[src/rtl/reg_reader_pkg.sv]
// Shared defaults and overflow-counter constants for the register change reader.
package reg_reader_pkg;

  localparam int DATA_W_DEF = 8;
  localparam int DEPTH_DEF  = 4;
  localparam int OVF_W      = 8;

  typedef logic [OVF_W-1:0] ovf_t;

  localparam ovf_t OVF_MAX = {OVF_W{1'b1}};

  // Increment that sticks at OVF_MAX instead of wrapping.
  function automatic ovf_t ovf_sat_inc(input ovf_t val);
    return (val == OVF_MAX) ? val : val + 1'b1;
  endfunction

endpackage

[src/rtl/reg_reader_fifo.sv]
// Capture FIFO: register array with a combinational head read so a value pushed
// into an empty FIFO is visible the very next cycle.
module reg_reader_fifo #(
  parameter int DATA_W = 8,
  parameter int DEPTH  = 4
) (
  input  logic              clock,
  input  logic              reset,
  input  logic              push,
  input  logic              pop,
  input  logic [DATA_W-1:0] wr_data,
  output logic [DATA_W-1:0] rd_data,
  output logic              full,
  output logic              empty
);

  localparam int PTR_W = (DEPTH > 1) ? $clog2(DEPTH) : 1;
  localparam int CNT_W = PTR_W + 1;
  localparam logic [CNT_W-1:0] CNT_FULL = CNT_W'(DEPTH);

  logic [DATA_W-1:0] mem [DEPTH];
  logic [PTR_W-1:0]  wr_ptr_reg, rd_ptr_reg;
  logic [CNT_W-1:0]  count_reg, count_next;
  logic              do_push, do_pop;

  assign empty   = (count_reg == '0);
  assign full    = (count_reg == CNT_FULL);
  assign do_pop  = pop && !empty;
  // A full FIFO can still accept when the head leaves in the same cycle.
  assign do_push = push && (!full || do_pop);

  always_comb begin
    count_next = count_reg;
    case ({do_push, do_pop})
      2'b10:   count_next = count_reg + 1'b1;
      2'b01:   count_next = count_reg - 1'b1;
      default: count_next = count_reg;
    endcase
  end

  always_ff @(posedge clock) begin
    if (reset) begin
      wr_ptr_reg <= '0;
      rd_ptr_reg <= '0;
      count_reg  <= '0;
    end else begin
      if (do_push) wr_ptr_reg <= wr_ptr_reg + 1'b1;
      if (do_pop)  rd_ptr_reg <= rd_ptr_reg + 1'b1;
      count_reg <= count_next;
    end
  end

  always_ff @(posedge clock) begin
    if (do_push && !reset) mem[wr_ptr_reg] <= wr_data;
  end

  // Stale storage is masked so an empty FIFO always presents zero.
  assign rd_data = empty ? '0 : mem[rd_ptr_reg];

endmodule

[src/rtl/reg_change_reader.sv]
// Captures changes of an upstream register into a FIFO for a downstream reader.
// Define REG_CHANGE_READER_OVF_EN to add the saturating ovf_cnt drop counter port.
module reg_change_reader
  import reg_reader_pkg::*;
#(
  parameter int DATA_W = DATA_W_DEF,
  parameter int DEPTH  = DEPTH_DEF
) (
  input  logic              clock,
  input  logic              reset,
  input  logic [DATA_W-1:0] reg_val,
  input  logic              sample_en,
  output logic [DATA_W-1:0] out_data,
  output logic              out_valid,
  input  logic              out_ready,
  output logic              full
`ifdef REG_CHANGE_READER_OVF_EN
  ,
  output logic [OVF_W-1:0]  ovf_cnt
`endif
);

  logic [DATA_W-1:0] last_val_reg;
  logic              last_valid_reg;
  logic              capture;
  logic              pop;
  logic              push;
  logic              empty;

  assign capture   = sample_en && (!last_valid_reg || (reg_val != last_val_reg));
  assign out_valid = !empty;
  assign pop       = out_valid && out_ready;
  assign push      = capture && (!full || pop);

  // The reference value advances on every capture, even ones that get dropped.
  always_ff @(posedge clock) begin
    if (reset) begin
      last_val_reg   <= '0;
      last_valid_reg <= 1'b0;
    end else if (capture) begin
      last_val_reg   <= reg_val;
      last_valid_reg <= 1'b1;
    end
  end

  reg_reader_fifo #(
    .DATA_W (DATA_W),
    .DEPTH  (DEPTH)
  ) u_fifo (
    .clock   (clock),
    .reset   (reset),
    .push    (push),
    .pop     (pop),
    .wr_data (reg_val),
    .rd_data (out_data),
    .full    (full),
    .empty   (empty)
  );

`ifdef REG_CHANGE_READER_OVF_EN
  logic drop;
  ovf_t ovf_cnt_reg;

  assign drop = capture && !push;

  always_ff @(posedge clock) begin
    if (reset) begin
      ovf_cnt_reg <= '0;
    end else if (drop) begin
      ovf_cnt_reg <= ovf_sat_inc(ovf_cnt_reg);
    end
  end

  assign ovf_cnt = ovf_cnt_reg;
`endif

endmodule

[config.mk]
export PLATFORM = sky130hd
export DESIGN_NAME = reg_change_reader
export DESIGN_NICKNAME = d
export VERILOG_FILES = /design/src/rtl/reg_reader_pkg.sv /design/src/rtl/reg_reader_fifo.sv /design/src/rtl/reg_change_reader.sv
export SDC_FILE = /design/constraint.sdc
export NUM_CORES = 1
export LEC_CHECK = 0
export ABC_CLOCK_PERIOD_IN_PS = 3650
export CAP_MARGIN = 5
export CORE_ASPECT_RATIO = 1.25
export CORE_MARGIN = 4
export CORE_UTILIZATION = 45
export DETAILED_ROUTE_END_ITERATION = 10
export HOLD_SLACK_MARGIN = 0.1
export PLACE_DENSITY = 0.65
export SLEW_MARGIN = 10
export SYNTH_ARGS = -nofsm -noshare
export SYNTH_HDL_FRONTEND = slang
export SYNTH_SLANG_ARGS = --single-unit
[constraint.sdc]
create_clock -name clock -period 3.65 [get_ports clock]
set_clock_uncertainty 0.05 [all_clocks]
set_input_delay 0.73 -clock clock [delete_from_list [all_inputs] [get_ports clock]]
set_output_delay 0.73 -clock clock [all_outputs]
set_load 0.02 [all_outputs]
* Word-level counts from Yosys, hierarchy flattened
Memory sizes are Yosys's and may differ from the RTL's. A register that Yosys moved wholly into a read port is not among the register bits.
Cells that the tools add are included.
** Word-level totals
- Register bits after elaboration :: 16
- Bits in writable memories :: 32
- Bits of input ports :: 12
- Output and inout port bits :: 10
- Word-level logic and storage cells :: 35
- Memories kept :: 1
** Memories
- u_fifo.mem :: depth 4, width 8, read ports 1, clocked after Yosys merged registers in 1, write ports 1, line reg_reader_fifo.sv:21 : logic [DATA_W-1:0] mem [DEPTH];
** Cells by class
- Add/subtract/negate cells :: 4
- Equal/unequal tests :: 4
- Multiplexer cells :: 6
- Reduce and logical (&&, ||, !) cells :: 15
** Operators with widths (count)
- 8-bit two-way mux :: 1
- 8-bit inequality test :: 1
- 1-bit logical AND :: 6
- 3-bit one-hot mux with 2 select lines :: 1
- 2-bit by 1-bit adder with 2-bit output, second input constant :: 2
- 1-bit zero test :: 4
- 2-bit two-way mux :: 2
- 3-bit by 1-bit adder with 3-bit output, second input constant :: 1
- 3-bit == test, second input constant :: 1
- 3-bit zero test :: 1
- 1-bit logical OR :: 3
- 3-bit by 1-bit subtractor with 3-bit output, second input constant :: 1
- 2-bit by 1-bit == test with 1-bit output, second input constant :: 1
- 2-bit == test, second input constant :: 1
- 1-bit two-way mux :: 2
- 2-bit nonzero test :: 1

* Longest topological paths before layout
- Word-level depth :: 9
- Depth in mapped cells :: 10
- Gate-level depth less buffers :: 10

* Modules after synthesis
From an unflattened synthesis, not the netlist that was laid out.
** Unflattened totals
- Cells, all modules :: 163
- Area, all modules :: 2189.6 sq um
** Modules (own cells, without submodules)
- reg_reader_fifo :: times used 1, cells an instance 105, area an instance 1692.9 sq um
- reg_change_reader :: times used 1, cells an instance 58, area an instance 496.7 sq um

* Worst setup path after synthesis
No wires, ideal clock.
- Path type :: input-to-reg
- Start point :: input out_ready
- End point :: register u_fifo.count_reg[2]
- Library setup time :: 70 ps
- Arrival :: 2644 ps
- Required time :: 3530 ps
- Setup slack :: 886 ps
- Stages :: 9
- Path buffers :: 0
- Cells stage by stage :: or4b_4 -> and2_4 -> o21ai_0 -> ha_1 -> inv_1 -> fa_1 -> xor2_1 -> or3_1 -> a21oi_1
** On the way
- Word-level cells in the longest chain between the ends :: 6
- Elaborated cells between the ends (all ways) :: 10
** RTL lines
- start: declaration :: line reg_change_reader.sv:15 : input logic out_ready,
- 1-bit logical AND (*) :: line reg_change_reader.sv:32 : assign pop = out_valid && out_ready;
- 1-bit logical OR / 1-bit logical AND (equally long branches) :: line reg_change_reader.sv:33, reg_reader_fifo.sv:28
- 1-bit logical AND / 1-bit logical OR (equally long branches) :: line reg_change_reader.sv:33, reg_reader_fifo.sv:30
- 1-bit logical AND :: line reg_reader_fifo.sv:30 : assign do_push = push && (!full || do_pop);
- 2-bit by 1-bit == test with 1-bit output / 2-bit == test (equally long branches) :: line reg_reader_fifo.sv:34 : case ({do_push, do_pop})
- 3-bit one-hot mux with 2 select lines / 2-bit nonzero test (equally long branches)
- end signal: assignment :: line reg_reader_fifo.sv:49 : count_reg <= count_next;
- end: declaration :: line reg_reader_fifo.sv:23 : logic [CNT_W-1:0] count_reg, count_next;
Every way passes the cells marked *; elsewhere a longest branch is shown, timed or not.
A chain may end at the register's enable or synchronous reset.

* Worst setup path in the final report
- Start point :: input reg_val[2]
- End point :: register u_fifo.count_reg[2]
** On the way
- Word-level cells in the longest chain between the ends :: 7
- Elaborated cells between the ends (all ways) :: 9
** RTL lines
- start: declaration :: line reg_change_reader.sv:11 : input logic [DATA_W-1:0] reg_val,
- 8-bit inequality test (*) :: line reg_change_reader.sv:30 : assign capture = sample_en && (!last_valid_reg || (reg_val != last_val_reg));
- 1-bit logical OR (*) :: line reg_change_reader.sv:30
- 1-bit logical AND (*) :: line reg_change_reader.sv:30
- 1-bit logical AND (*) :: line reg_change_reader.sv:33 : assign push = capture && (!full || pop);
- 1-bit logical AND (*) :: line reg_reader_fifo.sv:30
- 2-bit by 1-bit == test with 1-bit output / 2-bit == test (equally long branches) :: line reg_reader_fifo.sv:34
- 3-bit one-hot mux with 2 select lines / 2-bit nonzero test (equally long branches)
Marked as above.

==> flow_metrics.env <==
export IMPL_ioPinCount=22
export IMPL_gp_congestion=0.8683
export IMPL_yosysWarnings=0
export IMPL_p_leak_nw=0.8798
export IMPL_routed_wl_um=3915
export IMPL_first_pass_iters=4
export IMPL_clk_insertion_delay_late_ns=0.30
export IMPL_cap_violations=0
export IMPL_wl_per_cell_um=15.98
export IMPL_cts_hold_fix_buffers=0
export IMPL_finalCriticalPeriod_ns=3.256
export IMPL_slew_limit_headroom_pct=62.19
export IMPL_arrival_ns=3.43
export IMPL_avgSynthCellArea_um2=13.89
export IMPL_critPathCaptureType="flip-flop"
export IMPL_status="finished, final reports clean"
export IMPL_clockRootBuffer="clkbuf_8"
export IMPL_cp_max_fo=6
export IMPL_power_switching_w=0.0005030
export IMPL_route_detailed_drc=0
export IMPL_rsz0062_at_grt="no"
export IMPL_tightest_slew_ns=0.5663
export IMPL_die_area_mm2=0.006099
export IMPL_ys_seq_area_share_pct=59.83
export IMPL_finalCritPeriodShare_pct=89.22
export IMPL_antenna_cells=0
export IMPL_finalSetupViolations=0
export IMPL_rows=28
export IMPL_grt_pass1_wl_um=6534
export IMPL_port_buffers=21
export IMPL_via_per_inst=5.400
export IMPL_syn_instance_count=159
export IMPL_die_w_um=70.66
export IMPL_peakVddDrop_v=0.0003532
export IMPL_p_int_w=0.001071
export IMPL_fmax_mhz=307.1
export IMPL_clk_path_buf_depth=2
export IMPL_power_share_clock_pct=19.9
export IMPL_start_kind="primary input"
export IMPL_grt_pass1_vias=1362
export IMPL_combPwrFrac_pct=33.7
export IMPL_grt_antenna_before_repair=0
export IMPL_drtAntennaViolNets=0
export IMPL_grt_max_degree=20
export IMPL_fill_cells=412
export IMPL_grt_overflow_total=0
export IMPL_placedInstanceArea_mm2=0.002491
export IMPL_numCtsBuffers=5
export IMPL_tns_ns=0
export IMPL_worstHoldStart="last_valid_reg$_SDFFE_PP0P_"
export IMPL_cts_max_level=2
export IMPL_die_h_um=86.32
export IMPL_post_cts_resized=0
export IMPL_core_area_mm2=0.004730
export IMPL_cts_sinks=50
export IMPL_start_util_pct=46.69
export IMPL_synth_area_top_cells="edfxtp_1 (44%), dfxtp_1 (16%), mux4_2 (8.2%)"
export IMPL_finalHoldViolCount=0
export IMPL_worst_ep_required_time_ns=3.82
export IMPL_final_cell_area_mm2=0.002579
export IMPL_r2r_start="last_val_reg[7]$_SDFFE_PP0P_"
export IMPL_vias=1323
export IMPL_final_nets=202
export IMPL_hpwl_um=2756
export IMPL_postCtsSetupRepairBufs=0
export IMPL_gr_usage_all_layers_pct=13.95
export IMPL_cts_clk_slew_worst_paths_ns=0.09
export IMPL_syn_to_final_growth_pct=16.77
export IMPL_yosysTopAreaCellShare_pct=43.51
export IMPL_yosys_area_top_type="edfxtp_1"
export IMPL_hold_class="flip-flop to flip-flop"
export IMPL_synth_fp_nets=177
export IMPL_drv_slew=0
export IMPL_fin_util_pct=54.52
export IMPL_ys_ff_latch=50
export IMPL_drtIter0Drc=63
export IMPL_drive_above_1_share_pct=13.51
export IMPL_netlist_cell_type_count=33
export IMPL_largest_reg_flops=32
export IMPL_cts_tree="done"
export IMPL_swShare_pct=31.95
export IMPL_p_seq_share_pct=46.4
export IMPL_synth_cell_area_mm2=0.002208
export IMPL_crit_type="primary input to flip-flop"
export IMPL_crit_start="reg_val[2]"
export IMPL_p_per_area_mw_per_mm2=610.5
critical path: stages:
cell and delay [ns]:
clkdlybuf4s50_1 0.59, xnor2_1 0.16, nand3_2 0.17, or2_1 0.32, o21ai_0 0.18, ha_1 0.20, inv_1 0.06, fa_1 0.37
xor2_1 0.16, or3_1 0.31, a21oi_1 0.17
final timing paths:
path / end / slack [ns] / cells past startpoint
worst min-delay path: last_valid_reg$_SDFFE_PP0P_ / 0.45 / 2
worst max-delay path: u_fifo.count_reg[2]$_SDFFE_PP0P_ / 0.39 / 11
worst max register to register: u_fifo.count_reg[2]$_SDFFE_PP0P_ / 1.06 / 10
worst min register to register: last_valid_reg$_SDFFE_PP0P_ / 0.45 / 2
per-layer routing:
layer  global-route usage [%]  part of all wire, %  up-vias
met5                        0                    0        -
met3                    3.248                  4.7        4
met1                    17.68                   42      652
met2                    23.59                   52       34
li1                         -                    -      633
met4                    4.786                 0.97        0
Yosys cell counts:
library cell / count
o311ai_1: 4
and2_4: 1
nor3b_1: 2
edfxtp_1: 32
nand4_2: 1
xnor2_1: 9
fa_1: 1
o211ai_1: 1
nand2_1: 2
nand3_2: 1
nand2b_1: 2
o2111ai_1: 1
o21ai_0: 4
or3_1: 2
ha_1: 5
a41oi_2: 1
buf_2: 2
and3_1: 3
clkbuf_1: 4
inv_1: 6
or4b_4: 1
dfxtp_1: 18
mux2i_1: 6
o311a_4: 1
nor2_1: 15
xor2_1: 3
or2_1: 1
and2_1: 13
a21oi_1: 6
nand3_1: 1
mux4_2: 8
a31oi_1: 1
nand2_2: 1
power groups by stage:
stage / logic [W] / registers [W] / clock network (W)
2_1_floorplan: 0.000369 / 0.000708 / 0
3_3_place_gp: 0.000523 / 0.000739 / 0
3_5_place_dp: 0.000539 / 0.000744 / 0
4_1_cts: 0.000540 / 0.000731 / 0.000325
5_1_grt: 0.000583 / 0.000741 / 0.000350
6_report: 0.000531 / 0.000730 / 0.000313
cell families after synthesis:
group           synth area share, %
flops                         59.83
simple gates                  12.07
compound gates                6.573
mux                           10.88
xor+xnor                      4.760
buf+inv                       2.153
fa+ha+maj                     3.739
metrics by stage:
stage	instances	setup slack [ns]	hold WS [ns]	power, W
floorplan	159	0.8859	0.4108	0.001077
global placement	237	0.2445	0.4246	0.001262
detailed placement	237	0.08418	0.4316	0.001283
CTS	245	0.4046	0.4535	0.001597
global route	245	0.1881	0.4764	0.001674
finish	245	0.3936	0.4466	0.001574
cell usage in the layout, fill, tap and decap left out, types with 2 or more instances in the layout:
cell type,count
clkbuf_8,5
clkdlybuf4s50_1,21
a21oi_1,6
and3_1,3
xnor2_1,9
nand2_1,2
or3_1,2
o21ai_0,4
nor2_1,15
nand2b_1,2
mux4_2,8
nor3b_1,2
edfxtp_1,32
o311ai_1,4
buf_4,3
mux2i_1,6
inv_1,6
ha_1,5
dfxtp_1,18
clkinvlp_4,2
xor2_1,3
and2_1,13
area by class of cell:
class / count / area [µm²] / share of cell area, %
clock buffers: 6 / 72.57 / 2.814
clock inverters: 2 / 15.01 / 0.5822
inverters: 6 / 22.52 / 0.8734
multi-input cells: 97 / 839.6 / 32.56
flip-flops and latches: 50 / 1321 / 51.24
well taps: 60 / 75.07 / 2.911
repair buffers: 24 / 232.7 / 9.025
Note: power is estimated with default switching activity, not from simulation.
==> RTL change (same settings) <==
Build with the macro `REG_CHANGE_READER_OVF_EN` defined.
--- a/src/rtl/reg_change_reader.sv
+++ b/src/rtl/reg_change_reader.sv
@@ -2,2 +2,4 @@
 // Define REG_CHANGE_READER_OVF_EN to add the saturating ovf_cnt drop counter port.
+`define REG_CHANGE_READER_OVF_EN
+
 module reg_change_reader
Function (old outputs only; new: ovf_cnt): kept (equiv_simple and equiv_induct, registers matched by name and starting in step).
==> RTL change against the unedited design <==
Global-route usage is 0.81 points higher. Area after synthesis increased by 14%. Worst hold slack worse by 0.022 ns. Cell area is 21% higher. Non-clock buffer count is 17 higher. Combinational power shrank 6.6%. Largest cell class unchanged. Routed wire length grew 18%. Die area up 13%. Sequential cell count rose by 8. Setup slack got worse by 0.12 ns. Power up 16%.
==> RTL change: results (changes against the unedited design) <==
* Run status: completed
* XOR/XNOR share of the synthesized area at 0.0416 (-0.00599)
* Number of buffers created by CTS at 9 (+4)
* Vias in the first global route at 1608 (+18%)
* Final Wtd Congestion at 0.748 (-14%)
* Clock sink count at 58 (+16%)
* Synth Instances at 196 (+23%)
* Gr usage total at 0.148 (+0.00810)
* Final clock-cell share at 0.0568 (+0.0228)
* Sequential share of the synthesized area at 0.586 (-0.0119)
* Reg clk slew, reported paths at 0.06 ns (-0.03 ns)
* Cells after DPL at 292 (+23%)
* First-pass GRT wire length at 7560 um (+16%)
* R2R cell count at 11 (+1)
* Reg area at 1480 um2 (+12%)
* Final layout net count at 258 (+28%)
* Post-Synth Adder-Cell Area at 0.0376 (+0.000249)
* Area contributors post-synth: edfxtp_1 (38%), dfxtp_1 (21%), mux4_2 (7.1%)
* Port bufs at 29 (+38%)
* Pre-CTS WS at -0.0268 ns (-0.111 ns)
* WP data arrival at 3.58 ns (+0.15 ns)
* Post-synthesis compound-gate area fraction at 0.0436 (-0.0221)
* # clk buffers at 12 (+6)
* Pin count of the biggest net entering global routing at 30 (+50%)
* Synth unique cells at 36 (+9.1%)
* Routed Wire Length at 4620 um (+18%)
* Most common library cells after synthesis: edfxtp_1 (32), dfxtp_1 (26), nor2_1 (19)
* Non-clock inverter count at 9 (+3)
* Max VDD drop at 0.000267 V (-24%)
* Reg-to-reg startpoint: last_val_reg[1]
* Non-clk buf share at 0.122 (+0.0313)
* Critical path origin: reg_val[5]
* Post-DP Area at 2950 um2 (+19%)
* Share of cells above drive strength 1 at 0.156 (+0.0206)
-- RTL change: changes by cell type in the layout (fill, tap and decap cells not counted), sizes merged, moves of 4 or more --
cell / before / now
buf: 3 / 12
clkdlybuf4s50: 21 / 29
dfxtp: 18 / 26
clkbuf: 6 / 12
or4: 0 / 5
mux2i: 6 / 10
nor2: 15 / 19
o311ai: 4 / 0
-- RTL change: routing by layer --
layer  vias to the layer above  routed length [um]  track usage
met2                        33                2250        0.235
met1                       747                2120        0.182
met5                         -                   0            0
met3                         6                 180       0.0318
met4                         0                  67       0.0801
li1                        793                   -            -
-- RTL change: power breakdown --
| group | leakage, nW | switching, mW | internal [mW] |
|---|---|---|---|
| Sequential | 0.503 | 0.0502 | 0.739 |
| Clock | 0.0894 | 0.232 | 0.310 |
| Combinational | 0.515 | 0.236 | 0.260 |
| Total | 1.11 | 0.517 | 1.31 |
